`src/rtl/axi_ni_target_write_sequencer.sv`:
```
// Target-side NI write sequencer: drives one AXI write (AW, W burst, B) per decoded
// request header and hands the write response to the response packetizer.
module axi_ni_target_write_sequencer #(
    parameter int AXIADDRWD  = 32,
    parameter int AXIWDATAWD = 32,
    parameter int AXIIDWD    = 4
) (
    input  logic                    clock_i,
    input  logic                    reset_n_i,
    // decoded request header
    input  logic                    hdr_valid_i,
    output logic                    hdr_ready_o,
    input  logic [AXIADDRWD-1:0]    hdr_addr_i,
    input  logic [AXIIDWD-1:0]      hdr_id_i,
    input  logic [7:0]              hdr_len_i,
    input  logic [2:0]              hdr_size_i,
    input  logic [1:0]              hdr_burst_i,
    input  logic [1:0]              hdr_lock_i,
    input  logic [3:0]              hdr_cache_i,
    input  logic [2:0]              hdr_prot_i,
    // payload buffer
    input  logic                    pl_valid_i,
    output logic                    pl_ready_o,
    input  logic [AXIWDATAWD-1:0]   pl_data_i,
    input  logic [AXIWDATAWD/8-1:0] pl_strb_i,
    // AXI write address
    output logic                    AWVALID_o,
    input  logic                    AWREADY_i,
    output logic [AXIADDRWD-1:0]    AWADDR_o,
    output logic [AXIIDWD-1:0]      AWID_o,
    output logic [7:0]              AWLEN_o,
    output logic [2:0]              AWSIZE_o,
    output logic [1:0]              AWBURST_o,
    output logic [1:0]              AWLOCK_o,
    output logic [3:0]              AWCACHE_o,
    output logic [2:0]              AWPROT_o,
    // AXI write data
    output logic                    WVALID_o,
    input  logic                    WREADY_i,
    output logic [AXIWDATAWD-1:0]   WDATA_o,
    output logic [AXIWDATAWD/8-1:0] WSTRB_o,
    output logic [AXIIDWD-1:0]      WID_o,
    output logic                    WLAST_o,
    // AXI write response
    input  logic                    BVALID_i,
    output logic                    BREADY_o,
    input  logic [1:0]              BRESP_i,
    input  logic [AXIIDWD-1:0]      BID_i,
    // response packetizer handoff
    output logic                    rsp_valid_o,
    input  logic                    rsp_ready_i,
    output logic [1:0]              rsp_resp_o,
    output logic [AXIIDWD-1:0]      rsp_id_o
);

    typedef enum logic [2:0] {IDLE, ADDR, DATA, RESP, SEND} state_t;

    state_t                 state_q, state_d;
    logic [7:0]             cnt_q, cnt_d;
    logic [AXIADDRWD-1:0]   addr_q;
    logic [AXIIDWD-1:0]     id_q;
    logic [7:0]             len_q;
    logic [2:0]             size_q;
    logic [1:0]             burst_q;
    logic [1:0]             lock_q;
    logic [3:0]             cache_q;
    logic [2:0]             prot_q;
    logic [1:0]             rsp_resp_q;
    logic [AXIIDWD-1:0]     rsp_id_q;
    logic                   last_beat;

    assign last_beat = (cnt_q == len_q);

    always_comb begin
        state_d     = state_q;
        cnt_d       = cnt_q;
        hdr_ready_o = 1'b0;
        AWVALID_o   = 1'b0;
        WVALID_o    = 1'b0;
        pl_ready_o  = 1'b0;
        BREADY_o    = 1'b0;
        rsp_valid_o = 1'b0;
        case (state_q)
            IDLE: begin
                hdr_ready_o = 1'b1;
                if (hdr_valid_i) begin
                    cnt_d   = 8'd0;
                    state_d = ADDR;
                end
            end
            ADDR: begin
                AWVALID_o = 1'b1;
                if (AWREADY_i) state_d = DATA;
            end
            DATA: begin
                WVALID_o   = pl_valid_i;
                pl_ready_o = WREADY_i;
                // The counter stops on the final beat so LEN=255 never wraps to 0.
                if (pl_valid_i && WREADY_i) begin
                    if (last_beat) state_d = RESP;
                    else           cnt_d   = cnt_q + 8'd1;
                end
            end
            RESP: begin
                BREADY_o = 1'b1;
                if (BVALID_i) state_d = SEND;
            end
            SEND: begin
                rsp_valid_o = 1'b1;
                if (rsp_ready_i) state_d = IDLE;
            end
            default: state_d = IDLE;
        endcase
    end

    always_ff @(posedge clock_i or negedge reset_n_i) begin
        if (!reset_n_i) begin
            state_q    <= IDLE;
            cnt_q      <= '0;
            addr_q     <= '0;
            id_q       <= '0;
            len_q      <= '0;
            size_q     <= '0;
            burst_q    <= '0;
            lock_q     <= '0;
            cache_q    <= '0;
            prot_q     <= '0;
            rsp_resp_q <= '0;
            rsp_id_q   <= '0;
        end else begin
            state_q <= state_d;
            cnt_q   <= cnt_d;
            if (state_q == IDLE && hdr_valid_i) begin
                addr_q  <= hdr_addr_i;
                id_q    <= hdr_id_i;
                len_q   <= hdr_len_i;
                size_q  <= hdr_size_i;
                burst_q <= hdr_burst_i;
                lock_q  <= hdr_lock_i;
                cache_q <= hdr_cache_i;
                prot_q  <= hdr_prot_i;
            end
            // A response carrying a foreign ID is reported as SLVERR under our own ID.
            if (state_q == RESP && BVALID_i) begin
                rsp_id_q   <= id_q;
                rsp_resp_q <= (BID_i == id_q) ? BRESP_i : 2'b10;
            end
        end
    end

    assign AWADDR_o   = addr_q;
    assign AWID_o     = id_q;
    assign AWLEN_o    = len_q;
    assign AWSIZE_o   = size_q;
    assign AWBURST_o  = burst_q;
    assign AWLOCK_o   = lock_q;
    assign AWCACHE_o  = cache_q;
    assign AWPROT_o   = prot_q;
    assign WID_o      = id_q;
    assign WDATA_o    = pl_data_i;
    assign WSTRB_o    = pl_strb_i;
    assign WLAST_o    = (state_q == DATA) && last_beat;
    assign rsp_resp_o = rsp_resp_q;
    assign rsp_id_o   = rsp_id_q;

endmodule

```
`config.mk`:
```
export PLATFORM = sky130hd
export DESIGN_NAME = axi_ni_target_write_sequencer
export DESIGN_NICKNAME = d
export VERILOG_FILES = /design/src/rtl/axi_ni_target_write_sequencer.sv
export SDC_FILE = /design/constraint.sdc
export NUM_CORES = 1
export LEC_CHECK = 0
export ABC_AREA = 1
export CAP_MARGIN = 20
export CORE_ASPECT_RATIO = 1.75
export CORE_MARGIN = 2
export CORE_UTILIZATION = 38
export CTS_BUF_LIST = sky130_fd_sc_hd__clkbuf_16
export DETAILED_ROUTE_END_ITERATION = 10
export PLACE_DENSITY = 0.79
export SYNTH_ARGS = -nofsm -noshare
export SYNTH_HDL_FRONTEND = slang
export SYNTH_SLANG_ARGS = --single-unit
export TNS_END_PERCENT = 1
```
`constraint.sdc`:
```
create_clock -name clock_i -period 1.9 [get_ports clock_i]
set_input_delay 0.19 -clock clock_i [delete_from_list [all_inputs] [get_ports clock_i]]
set_output_delay 0.19 -clock clock_i [all_outputs]
set_load 0.005 [all_outputs]
```
==> run metrics, run 1 <==
status=completed; share of post-route cells with drive strength above 1=0.216; Die Wd=79.3 µm; antenna violations before repair=0; number of synthesis warnings=0; syn_area_per_cell=11.6 µm²; Flop pwr share=0.337; full die area=10800 µm²; register area=1880 µm²; CP required=1.71 ns; post-synthesis sequential area ratio=0.498; P_leak=2.58 nW; H-tree Lvls=3; skew final=0.00734 ns; Routed WL=9.14 mm; relative slew slack=0.762; routability cong.=0.844; Crit Path Max Fanout=3; Boundary Pins=219; CTS root buffer=clkbuf_16; Clk pwr share=0.171; syn nets=433; IO Port Bufs=between 100 and 150; num rows=48; post-synthesis cell area=~3800 µm²; Worst-Margin Slew=0.357 ns; IR drop worst, VDD=about 0.9 mV; DRC Markers=0; RSZ-0062 raised after global routing=no; endpoints failing setup=0; Starting Density=0.387; CTS Buffer Depth=2; Hold Path Class=in -> async; detailed-placement wirelength estimate=approximately 6.8 mm; gr usage total=0.180; Psw=approximately 2.6 mW; delay of the slowest critical-path stage=0.53 ns; Max Transition Viols Final=0; min cycle time layout=1.82 ns; Synth Instances=324; CP Launch Type=flip-flop; Final period util=0.957; CP cell instances=inv_2 -> nand2_4 -> nor2_4 -> clkdlybuf4s50_1; Setup TNS=0 ns; Internal Power=5.98 mW; crit path DAT=1.63 ns; CTS tree=done; final net count=560; clock transition at the registers of the reported paths=0.06 ns; Fillers=855; Clock Latency Late Sink=0.33 ns; Hold Violations, Final=0; area occupied by multi-input gates=roughly 1400 µm²; grt ovf=0; DR WL/cell=15.8 µm; Gate power share=0.493; PwrDens=1570 nW/µm²; Die Y=around 140 µm; fmax=~0.55 GHz; CP top delay family=buffers and inverters; First DRT Iteration DRCs=52; vias=~2700; DRT Pass-1 Iters=4; CP Buf/Inv Count=2; switching share of total power=0.300; synthesis-to-layout area growth=44.9%; largest net degree at the start of global routing=51; Tot Pwr=8.54 mW; Core Footprint=9730 µm²; vias in the first global route=2968; Slowest-stage cell, CP=clkdlybuf4s50_1; Antenna Nets Post-Route=0; number of diodes=0; Avg Vias per Cell=about 4.7; Yosys reg bits=75; CP Capture Type=output pin; cts bufs inserted=9; max-cap violations=0; clk sinks=75; Setup CP Type=reg -> out; global-route wire length before repair=14.7 mm; Cell variety after synth=27
## worst paths after layout
path | cells after the start | from | slack, ns | endpoint
max | 4 | state_q[0]$_DFFE_PN0P_ | 0.08 | hdr_ready_o
min | 2 | reset_n_i | 0.32 | AWADDR_o[13]$_DFFE_PN0P_
max in group asynchronous | 3 | reset_n_i | 1.00 | AWCACHE_o[2]$_DFFE_PN0P_
min reg2reg | 2 | rsp_id_o[1]$_DFFE_PN0P_ | 0.49 | rsp_id_o[1]$_DFFE_PN0P_
max reg2reg | 6 | state_q[0]$_DFFE_PN0P_ | 0.25 | AWADDR_o[12]$_DFFE_PN0P_
min in group clock_i | 0 | pl_data_i[13] | 0.38 | WDATA_o[13]
## cells in the final DEF (no fill, tap or decap), types with 2 or more instances in the layout
master	count
nor2_4	2
nor2_1	19
buf_4	14
nand3_1	11
nor3b_1	2
dfrtp_1	74
a21oi_1	6
clkdlybuf4s50_1	142
inv_1	20
nand4_1	2
xor2_1	2
nand2_4	3
clkinv_2	3
dlygate4sd2_1	3
xnor2_1	10
clkinv_1	2
mux2_2	4
buf_12	4
o21ai_0	6
mux2_4	49
clkbuf_16	9
inv_2	4
nand2_1	51
## area by class of cell
type / instances / area share
clock buffers: 9 / 0.0413
clock inverters: 5 / 0.00413
flip-flops and latches: 75 / 0.344
repair buffers: 164 / 0.301
well taps: 125 / 0.0286
multi-input cells: 177 / 0.264
inverters: 24 / 0.0165
## cell families (layout without fill, tap and decap cells)
family                   Yosys count  in the layout  synth area share
AND/OR/NAND/NOR                   96             96             0.119
flip-flops                        75             75             0.498
buffers and inverters             72            202             0.123
multiplexers                      53             53             0.207
AO/OA/AOI/OAI                     15             15            0.0219
XOR/XNOR                          12             12            0.0279
adder cells (fa/ha/maj)            1              1           0.00332
## layer usage
| metal | track usage | share of wire |
|---|---|---|
| met5 | 0 | 0 |
| met1 | 0.188 | 0.34 |
| met2 | 0.324 | 0.56 |
| met4 | 0.107 | 0.046 |
| met3 | 0.0393 | 0.056 |
## Yosys cell counts
library cell  instances  share of area
a21oi_1               6         0.0080
buf_2                 3         0.0040
buf_4                40          0.080
buf_6                 5          0.015
dfrtp_1              75           0.50
ha_1                  1         0.0033
inv_1                23          0.023
inv_2                 1         0.0010
mux2_2                4          0.012
mux2_4               49           0.20
nand2_1              52          0.052
nand2_2               1         0.0017
nand2_4               2         0.0060
nand3_1              11          0.015
nand3_4               1         0.0047
nand4_1               2         0.0033
nor2_1               20          0.020
nor2_4                2         0.0060
nor3_1                2         0.0027
nor3_4                1         0.0043
nor3b_1               2         0.0040
o211ai_1              1         0.0020
o21a_1                1         0.0020
o21ai_0               6         0.0080
o21bai_1              1         0.0020
xnor2_1              10          0.023
xor2_1                2         0.0047
## metrics by stage
step,std cells,instance area (µm²),setup WS (ns),util,hold WS [ns]
CTS,579,5450,0.0385,0.560,0.319
global route,579,5460,0.00273,0.561,0.349
detailed placement,554,5110,0.178,0.526,0.126
floorplan,324,3770,0.480,-,-0.106
finish,579,5460,0.0826,0.561,0.318
global placement,554,5110,0.241,0.526,0.124
## worst reg2reg max path: cells and delay by family (launching register included)
kind / cells / cell delay (ns)
and+or+nand+nor: 3 / 0.42
DFF: 1 / 0.41
buffers and inverters: 2 / 0.38
muxes: 1 / 0.32
## flip-flops by register name, summed over array words and instances, names as in the netlist
signal / flops
AWADDR_o: 32
AWLEN_o: 8
cnt_q: 8
AWCACHE_o: 4
AWID_o: 4
rsp_id_o: 4
AWPROT_o: 3
AWSIZE_o: 3
state_q: 3
AWBURST_o: 2
AWLOCK_o: 2
rsp_resp_o: 2
## power groups by stage
stage	registers (mW)	logic [mW]	clock network, mW
after floorplan	2.86	2.08	0
after global placement	2.86	4.07	0
after detailed placement	2.88	4.14	0
after CTS	2.87	4.27	1.50
after global routing	2.97	4.52	1.57
final	2.88	4.21	1.46
## repair_timing
action,in CTS,in global routing
hold buffers,1,0
buffers inserted,10,0
resized for setup,9,2
endpoints found under the setup margin,3,2
hold endpoints to repair,25,0
pin swaps,1,0
Power figures use the tool's default switching activity.
==> run 2, diff against run 1 <==
SLEW_MARGIN = 20   (was unset)
==> results of run 2 <==
Same layout as run 1: the final DEF is identical, and so are final timing and power.
